## config.mk

```make
export PLATFORM = sky130hd
export DESIGN_NAME = cpu_machinectl
export DESIGN_NICKNAME = d
export VERILOG_FILES = /design/src/rtl/cpu_pkg.sv /design/src/rtl/ctl_decode.sv /design/src/rtl/cpu_machinectl.sv
export SDC_FILE = /design/constraint.sdc
export NUM_CORES = 1
export LEC_CHECK = 0
export BUFFER_PORTS_ARGS = -buffer_cell sky130_fd_sc_hd__buf_2
export CORE_AREA = 2 2 54 56
export DETAILED_ROUTE_END_ITERATION = 16
export DIE_AREA = 0 0 56 58
export MAX_ROUTING_LAYER = met4
export PLACE_DENSITY_LB_ADDON = 0.1
export SYNTH_ARGS = -nofsm -noshare
export SYNTH_HDL_FRONTEND = slang
export SYNTH_SLANG_ARGS = --single-unit
```

## constraint.sdc

```tcl
create_clock -name clk -period 2.9 [get_ports clk]
set_clock_uncertainty 0.05 [all_clocks]
set_input_delay 0.145 -clock clk [delete_from_list [all_inputs] [get_ports clk]]
set_output_delay 0.145 -clock clk [all_outputs]
set_load 0.05 [all_outputs]
```

## src/rtl/cpu_pkg.sv

```systemverilog
// Shared CPU definitions: opcode map (common with the ALU), controller
// state encodings, control-word layout and opcode class decode.
package cpu_pkg;

   localparam int OP_W = 4;
   localparam int ST_W = 3;

   localparam logic [OP_W-1:0] OP_NOP  = 4'b0000;
   localparam logic [OP_W-1:0] OP_LDO  = 4'b0001;
   localparam logic [OP_W-1:0] OP_LDA  = 4'b0010;
   localparam logic [OP_W-1:0] OP_STO  = 4'b0011;
   localparam logic [OP_W-1:0] OP_PRE  = 4'b0100;
   localparam logic [OP_W-1:0] OP_ADD  = 4'b0101;
   localparam logic [OP_W-1:0] OP_LDM  = 4'b0110;
   localparam logic [OP_W-1:0] OP_HLT  = 4'b0111;
   localparam logic [OP_W-1:0] OP_AND  = 4'b1000;
   localparam logic [OP_W-1:0] OP_OR   = 4'b1001;
   localparam logic [OP_W-1:0] OP_SLEF = 4'b1010;
   localparam logic [OP_W-1:0] OP_SRIG = 4'b1011;
   localparam logic [OP_W-1:0] OP_SUB  = 4'b1100;
   localparam logic [OP_W-1:0] OP_INC  = 4'b1101;
   localparam logic [OP_W-1:0] OP_DEC  = 4'b1110;
   localparam logic [OP_W-1:0] OP_XOR  = 4'b1111;

   typedef enum logic [ST_W-1:0] {
      S0 = 3'd0, S1 = 3'd1, S2 = 3'd2, S3 = 3'd3,
      S4 = 3'd4, S5 = 3'd5, S6 = 3'd6, S7 = 3'd7
   } state_t;

   // RD: reads an operand, WB: writes back, UN: unary on acc,
   // NP: no-op, H: halt, X: unimplemented
   typedef enum logic [2:0] {
      CL_RD, CL_WB, CL_UN, CL_NP, CL_H, CL_X
   } op_class_t;

   typedef struct packed {
      logic inc_pc;
      logic load_ir;
      logic rd;
      logic wr;
      logic load_acc;
      logic datactl_ena;
      logic halt;
      logic illegal;
   } ctl_t;

   function automatic op_class_t op_class(input logic [OP_W-1:0] op);
      op_class_t c;
      case (op)
         OP_STO, OP_LDM:   c = CL_WB;
         OP_INC, OP_DEC:   c = CL_UN;
         OP_NOP:           c = CL_NP;
         OP_HLT:           c = CL_H;
         OP_SLEF, OP_SRIG: c = CL_X;
         default:          c = CL_RD;
      endcase
      return c;
   endfunction

endpackage

```

## src/rtl/ctl_decode.sv

```systemverilog
// Combinational control decode: (state, opcode) -> control word.
module ctl_decode
   import cpu_pkg::*;
(
   input  state_t          state,
   input  logic [OP_W-1:0] op,
   output ctl_t            ctl
);

   op_class_t cls;
   assign cls = op_class(op);

   // per-state strobe decode; anything not set stays 0
   always_comb begin
      ctl = '0;
      case (state)
         S0: begin
            ctl.rd      = 1'b1;
            ctl.load_ir = 1'b1;
         end
         S1: begin
            ctl.rd      = 1'b1;
            ctl.load_ir = 1'b1;
            ctl.inc_pc  = 1'b1;
         end
         S3: begin
            if (cls == CL_H) begin
               ctl.halt = 1'b1;
            end else begin
               ctl.inc_pc  = 1'b1;
               ctl.illegal = (cls == CL_X);
            end
         end
         S4: begin
            ctl.rd          = (cls == CL_RD);
            ctl.datactl_ena = (cls == CL_WB);
         end
         S5: begin
            ctl.rd          = (cls == CL_RD);
            ctl.load_acc    = (cls == CL_RD) || (cls == CL_UN);
            ctl.wr          = (cls == CL_WB);
            ctl.datactl_ena = (cls == CL_WB);
         end
         S6: begin
            ctl.datactl_ena = (cls == CL_WB);
         end
         default: ctl = '0;
      endcase
   end

endmodule

```

## src/rtl/cpu_machinectl.sv

```systemverilog
// Eight-state fetch/decode/execute controller for the accumulator CPU.
// Output registers load the decode of the state being entered, so the
// strobes visible in a cycle belong to the current state.
module cpu_machinectl
   import cpu_pkg::*;
(
   input  logic            clk,
   input  logic            rst,
   input  logic            ena,
   input  logic [OP_W-1:0] opcode,
   output logic            inc_pc,
   output logic            load_ir,
   output logic            rd,
   output logic            wr,
   output logic            load_acc,
   output logic            datactl_ena,
   output logic            halt,
   output logic            illegal
);

   state_t          state, next_state;
   logic [OP_W-1:0] op_q, op_d;
   ctl_t            ctl_d, ctl_q, ctl_idle;
   logic            halted;

   // a halt parks the machine in S3 until reset, regardless of ena
   assign halted = (state == S3) && (op_class(op_q) == CL_H);

   // the decode for S3 must see the opcode being captured on this edge
   assign op_d = (state == S2) ? opcode : op_q;

   // sequential step through S0..S7, wrapping to S0
   always_comb begin
      next_state = S0;
      case (state)
         S0: next_state = S1;
         S1: next_state = S2;
         S2: next_state = S3;
         S3: next_state = S4;
         S4: next_state = S5;
         S5: next_state = S6;
         S6: next_state = S7;
         default: next_state = S0;
      endcase
   end

   // stalled/halted control word: strobes off, halt flag preserved
   always_comb begin
      ctl_idle      = '0;
      ctl_idle.halt = ctl_q.halt;
   end

   ctl_decode u_dec (
      .state (next_state),
      .op    (op_d),
      .ctl   (ctl_d)
   );

   // state, captured opcode and registered control outputs
   always_ff @(posedge clk) begin
      if (!rst) begin
         state <= S0;
         op_q  <= OP_NOP;
         ctl_q <= '0;
      end else if (halted || !ena) begin
         ctl_q <= ctl_idle;
      end else begin
         state <= next_state;
         op_q  <= op_d;
         ctl_q <= ctl_d;
      end
   end

   assign inc_pc      = ctl_q.inc_pc;
   assign load_ir     = ctl_q.load_ir;
   assign rd          = ctl_q.rd;
   assign wr          = ctl_q.wr;
   assign load_acc    = ctl_q.load_acc;
   assign datactl_ena = ctl_q.datactl_ena;
   assign halt        = ctl_q.halt;
   assign illegal     = ctl_q.illegal;

endmodule

```

Yosys cells after proc, flatten, opt, wreduce, memory -nomap -nowiden
Memories as Yosys holds them, arrays and structs flattened. A register that Yosys moved wholly into a read port is not among the register bits.
Cells that the tools add are included.

operators by class
  reduce and logical (&&, ||, !) cells = 14
  equality and inequality tests = 16
  muxes and demuxes = 11
  bitwise logic cells = 4

operators with widths
  operator              number
  $eq A3 B3 Y1 const B  9
  $pmux W3 S7           1
  $eq A3 B2 Y1 const B  4
  $mux W4               3
  $eq A3 B1 Y1 const B  3
  $logic_not A3 Y1      3
  $reduce_or A3 Y1      3
  $reduce_or A2 Y1      3
  $mux W1               4
  $not A1 Y1            4
  $pmux W1 S2           2
  $reduce_or A4 Y1      1
  $logic_or A1 B1 Y1    2
  $mux W2               1
  $logic_and A1 B1 Y1   1
  $logic_not A1 Y1      1

storage, ports and cells
  memories = 2
  bits in read-only memories = 96
  register bits = 15
  logic and storage cells = 57
  bits of input ports = 7
  output and inout port bits = 8

memory list
  name              depth  width  read ports  clocked after memory_dff  wr ports  RTL line       text
  (name not given)  16     3      1           1                         0         cpu_pkg.sv:49  case (op)
  (name not given)  16     3      1           0                         0         cpu_pkg.sv:49

Depth between registers and ports, before layout
  depth after elaboration = 6
  mapped depth = 10
  gate-level depth less buffers = 9

By module
Synthesis repeated with hierarchy kept, for this count alone.

unflattened totals
  cells, all modules = 129
  area, all modules = 1186.1 um^2

modules (own cells, without submodules)
  module          sequential area each (um^2)  cells an instance  instances  area an instance (um^2)
  cpu_machinectl  360.3                        90                 1          890.9
  ctl_decode      0.0                          39                 1          295.3

Worst setup path after synthesis
Ideal clock, no wire load.

  kind = register to register
  from = reg state[0]
  to = reg ctl_q (netlist bit load_acc)
  arrival time = 2.457 ns
  setup slack = 0.301 ns
  path buffers = 2
  clock period less this slack = 2.599 ns
  stages on the path, launching flop included = 11
  data required time = 2.758 ns
  setup time = 0.092 ns
  cell sequence = dfxtp_1 > buf_6 > nor3b_4 > clkbuf_1 > mux2i_1 > ha_1 > nor2_1 > mux2i_1 > a32oi_1 > nand2_1 > nor4_1

on the way
  cells in the longest elaborated chain, start to end = 5
  elaborated cells between the ends (all ways) = 18
  classes of those cells = eq/ne: 8; mux: 2; bitwise: 1; reduce/logical: 6; memory: 1

ends and longest elaborated chain
  what                                                    RTL line                                    text
  from (decl)                                             cpu_machinectl.sv:21                        state_t state, next_state;
  from (signal assigned)                                  cpu_machinectl.sv:68                        state <= next_state;
  $eq A3 B2 Y1 (tied with other cells)                    cpu_machinectl.sv:30, cpu_machinectl.sv:35
  $mux W4 or $pmux W3 S7 (tied branches)                  cpu_machinectl.sv:30, cpu_machinectl.sv:35
  $mem_v2 Z16 W3 or $eq A3 B3 Y1 (tied branches)          n/a
  $eq A3 B2 Y1 (tied with other cells)                    ctl_decode.sv:40                            ctl.load_acc = (cls == CL_RD) || (cls == CL_UN);
  $logic_or A1 B1 Y1 or $reduce_or A3 Y1 (tied branches)  n/a
  to (signal assigned)                                    cpu_machinectl.sv:66                        ctl_q <= ctl_idle;
  to (signal assigned)                                    cpu_machinectl.sv:70                        ctl_q <= ctl_d;
  to (decl)                                               cpu_machinectl.sv:23                        ctl_t ctl_d, ctl_q, ctl_idle;

Several ways; a longest one is shown, not always the timed one.
A chain may end at the register's enable or synchronous reset.

==> results.md <==
* Status: finished, final reports clean
* Number of global-route vias before repair at 796
* Hold Path Depth at 2
* # diodes at 0
* Kind of critical path: reg -> reg
* Xor/xnor share of the synthesized area at approximately 1.7%
* Synth Area in Adders at a little over 7%
* Clk buf depth at 2
* Clock slew at reported path FFs at approximately 0.10 ns
* Max VDD drop at 0.2324 mV
* # DRC at 0
* Most frequent cells after synthesis: dfxtp_1, nor2_1, inv_1, nand2_1
* Flop2flop setup slack at between 0.3 and 0.4 ns
* I/O pin count at 15
* Final slew viol count at 0
* Worst reg2reg path startpoint: state[1]
* First-pass GRT wire length at 3.643 mm
* Period Utilization, post-route at 88.71%
* Worst path max stage delay at ~0.65 ns
* Max-cap violations at 0
* Pwr Total at 0.0005279 W
* CP Max Fanout at 11
* Synth Register Bits at 18
* Cts repair resizes at 0
* Drt total wl at roughly 2.2 mm
* CTS Buf Count at 3
* WP data required at a little over 3 ns
* Post-synth ARST share at 0%
* Die W at roughly 56 um
* Core area at 2663 um2
* Sequential area share after synthesis at ~35%
* Die ar. at 3248 um2
* Final instance area at ~1200 um2
* Compound-gate portion of the synthesized area at a little over a fifth
* Cell family with most CP delay: simple AND/OR/NAND/NOR gates
* Hold_sp: rst
* PortBufs at 14
* CP cell instances: nor3b_4, buf_4, mux2i_1, a2111oi_2, nor3b_1, or3_1
* Total GRT Usage at approximately 15%
* Post-layout util at a little over two fifths
* Met3 Track Usage GR at 4.241%
* Grt ovf at 0
* Sink Count at 18
* Final Hold Fails at 0
* Final Critical Period at between 2 and 3 ns
* Hold buffer count at CTS at 0
* CP arrival at 2.70 ns
* Hold Crit Class: in -> reg
* Worst-Skew Late Latency at between 0.2 and 0.3 ns
* H-tree levels at 1
* Total negative setup slack at 0 ns
* First-pass iteration count of the detailed router at 4
* DP Area at ~1100 um2
* Pin count of the biggest net entering global routing at 13
* Slew margin rel. at between 60 and 70%
* Post-synthesis mux area share at slightly below 7%
* Tightest Pin Transition at between 0.5 and 0.6 ns
* DR iter-0 viols at 23
* M1 GR Usage at around 18%
* Post-route ant nets at 0
* Synth top area share at 34.66%
* Post-CTS setup buffers at 0
* Post-DP HPWL at between 1.5 and 2 mm
* Via count at ~900
* Post-synth design cell area at around 1000 um2
* Buffers plus inverters on the worst setup path at 1
* CTS tree: done
* CP Capture Type: register
* Hold_ws at around 0.095 ns
* Final setup violation count at 0
* Cell row count at 19
* Startpoint type of the worst setup path: register
* Synth unique cells at 40
* Clock root buffer: clkbuf_4
* Post-Synthesis Cells at about 110
* Worst path slowest cell: a2111oi_2
* Worst r2r path cells at 6
* Top cells by area, synth: dfxtp_1, ha_1, mux2i_1
* Leakage dissipation at 0.4792 nW
* Initial Utilization at approximately two fifths
* Pwr/cell area at between 400 and 500 nW/um2
* Yosys warns at 0
* Syn Area/Cell at 9.121 um2
* Top-count cell post-synth: dfxtp_1
* Most used DFF post-synth: dfxtp_1
* Mapped Nets at 127
* Synth Area in Simple Gates at 22.50%
* Largest family of logic cells by synthesized area: simple AND/OR/NAND/NOR gates
* Unrepaired setup endpoints after global routing: no
* Most Used Layer, Global Route: met2
* Synth-to-Final Area Change at 11.79%
* Wire length per cell at between 10 and 15 um
* Post-synth EDFFs at 0
* Hold Path End: state[1]
* GR Util met2 at approximately 24%
* Synth area leader: dfxtp_1
* Gpl congestion at 0.7969
* Final nets at roughly 150
* Vias per cell at between 5 and 6
* Share of cells above drive strength 1 at approximately a fifth
* Initial antenna violation count at 0
* Max Fclk at 388.7 MHz
* Die height at approximately 58 um
[area by class of cell]
| class | instances | area, um2 |
|---|---|---|
| multi-input cells | 84 | 614.3 |
| fillers | 274 | 1500 |
| repair buffers | 18 | 100.1 |
| inverters | 7 | 26.28 |
| well taps | 31 | 38.79 |
| clock buffers | 3 | 22.52 |
| flip-flops and latches | 18 | 360.3 |
[power breakdown]
group / total (W) / internal, W / switching (W)
Clock: 0.000120 / 0.0000482 / 0.0000718
Sequential: 0.000277 / 0.000262 / 0.0000149
Combinational: 0.000131 / 0.0000520 / 0.0000787
[cells in the final DEF (no fill, tap or decap), types with 4 or more instances in the layout]
master,instances
inv_1,7
buf_2,14
nor2_1,9
mux2i_1,6
a211oi_1,4
ha_1,6
nor4_1,5
dfxtp_1,18
nand3_1,4
buf_4,4
nand2_1,7
[per-layer routing]
| metal | share of wire, % | wire, um |
|---|---|---|
| met5 | 0 | 0 |
| met4 | 0.64 | 14 |
| met3 | 4.9 | 108 |
| met2 | 47 | 1037 |
| met1 | 47 | 1032 |
[metrics by stage]
stage                     setup WS, ns  std cells
after detailed placement        0.3338        158
after global routing            0.1159        161
final                           0.3273        161
after global placement          0.3265        158
after floorplan                 0.3013        114
after CTS                       0.3262        161
[worst max path at each step]
| stage | from | end | slack (ns) | cells after the start |
|---|---|---|---|---|
| final | state[1] | register | 0.33 | 6 |
| after global routing | state[1] | load_acc | 0.12 | 9 |
| after CTS | state[1] | register | 0.33 | 6 |
| after detailed placement | state[1] | register | 0.33 | 6 |
| after global placement | state[1] | register | 0.33 | 6 |
| after floorplan | state[0] | load_acc | 0.30 | 10 |
[cells by family after synthesis]
| kind of cell | count (synthesis) |
|---|---|
| AO/OA/AOI/OAI | 27 |
| XOR/XNOR | 2 |
| adder cells (fa/ha/maj) | 6 |
| buffers and inverters | 12 |
| flip-flops | 18 |
| multiplexers | 7 |
| AND/OR/NAND/NOR | 42 |
Note: power is estimated with default switching activity, not from simulation.
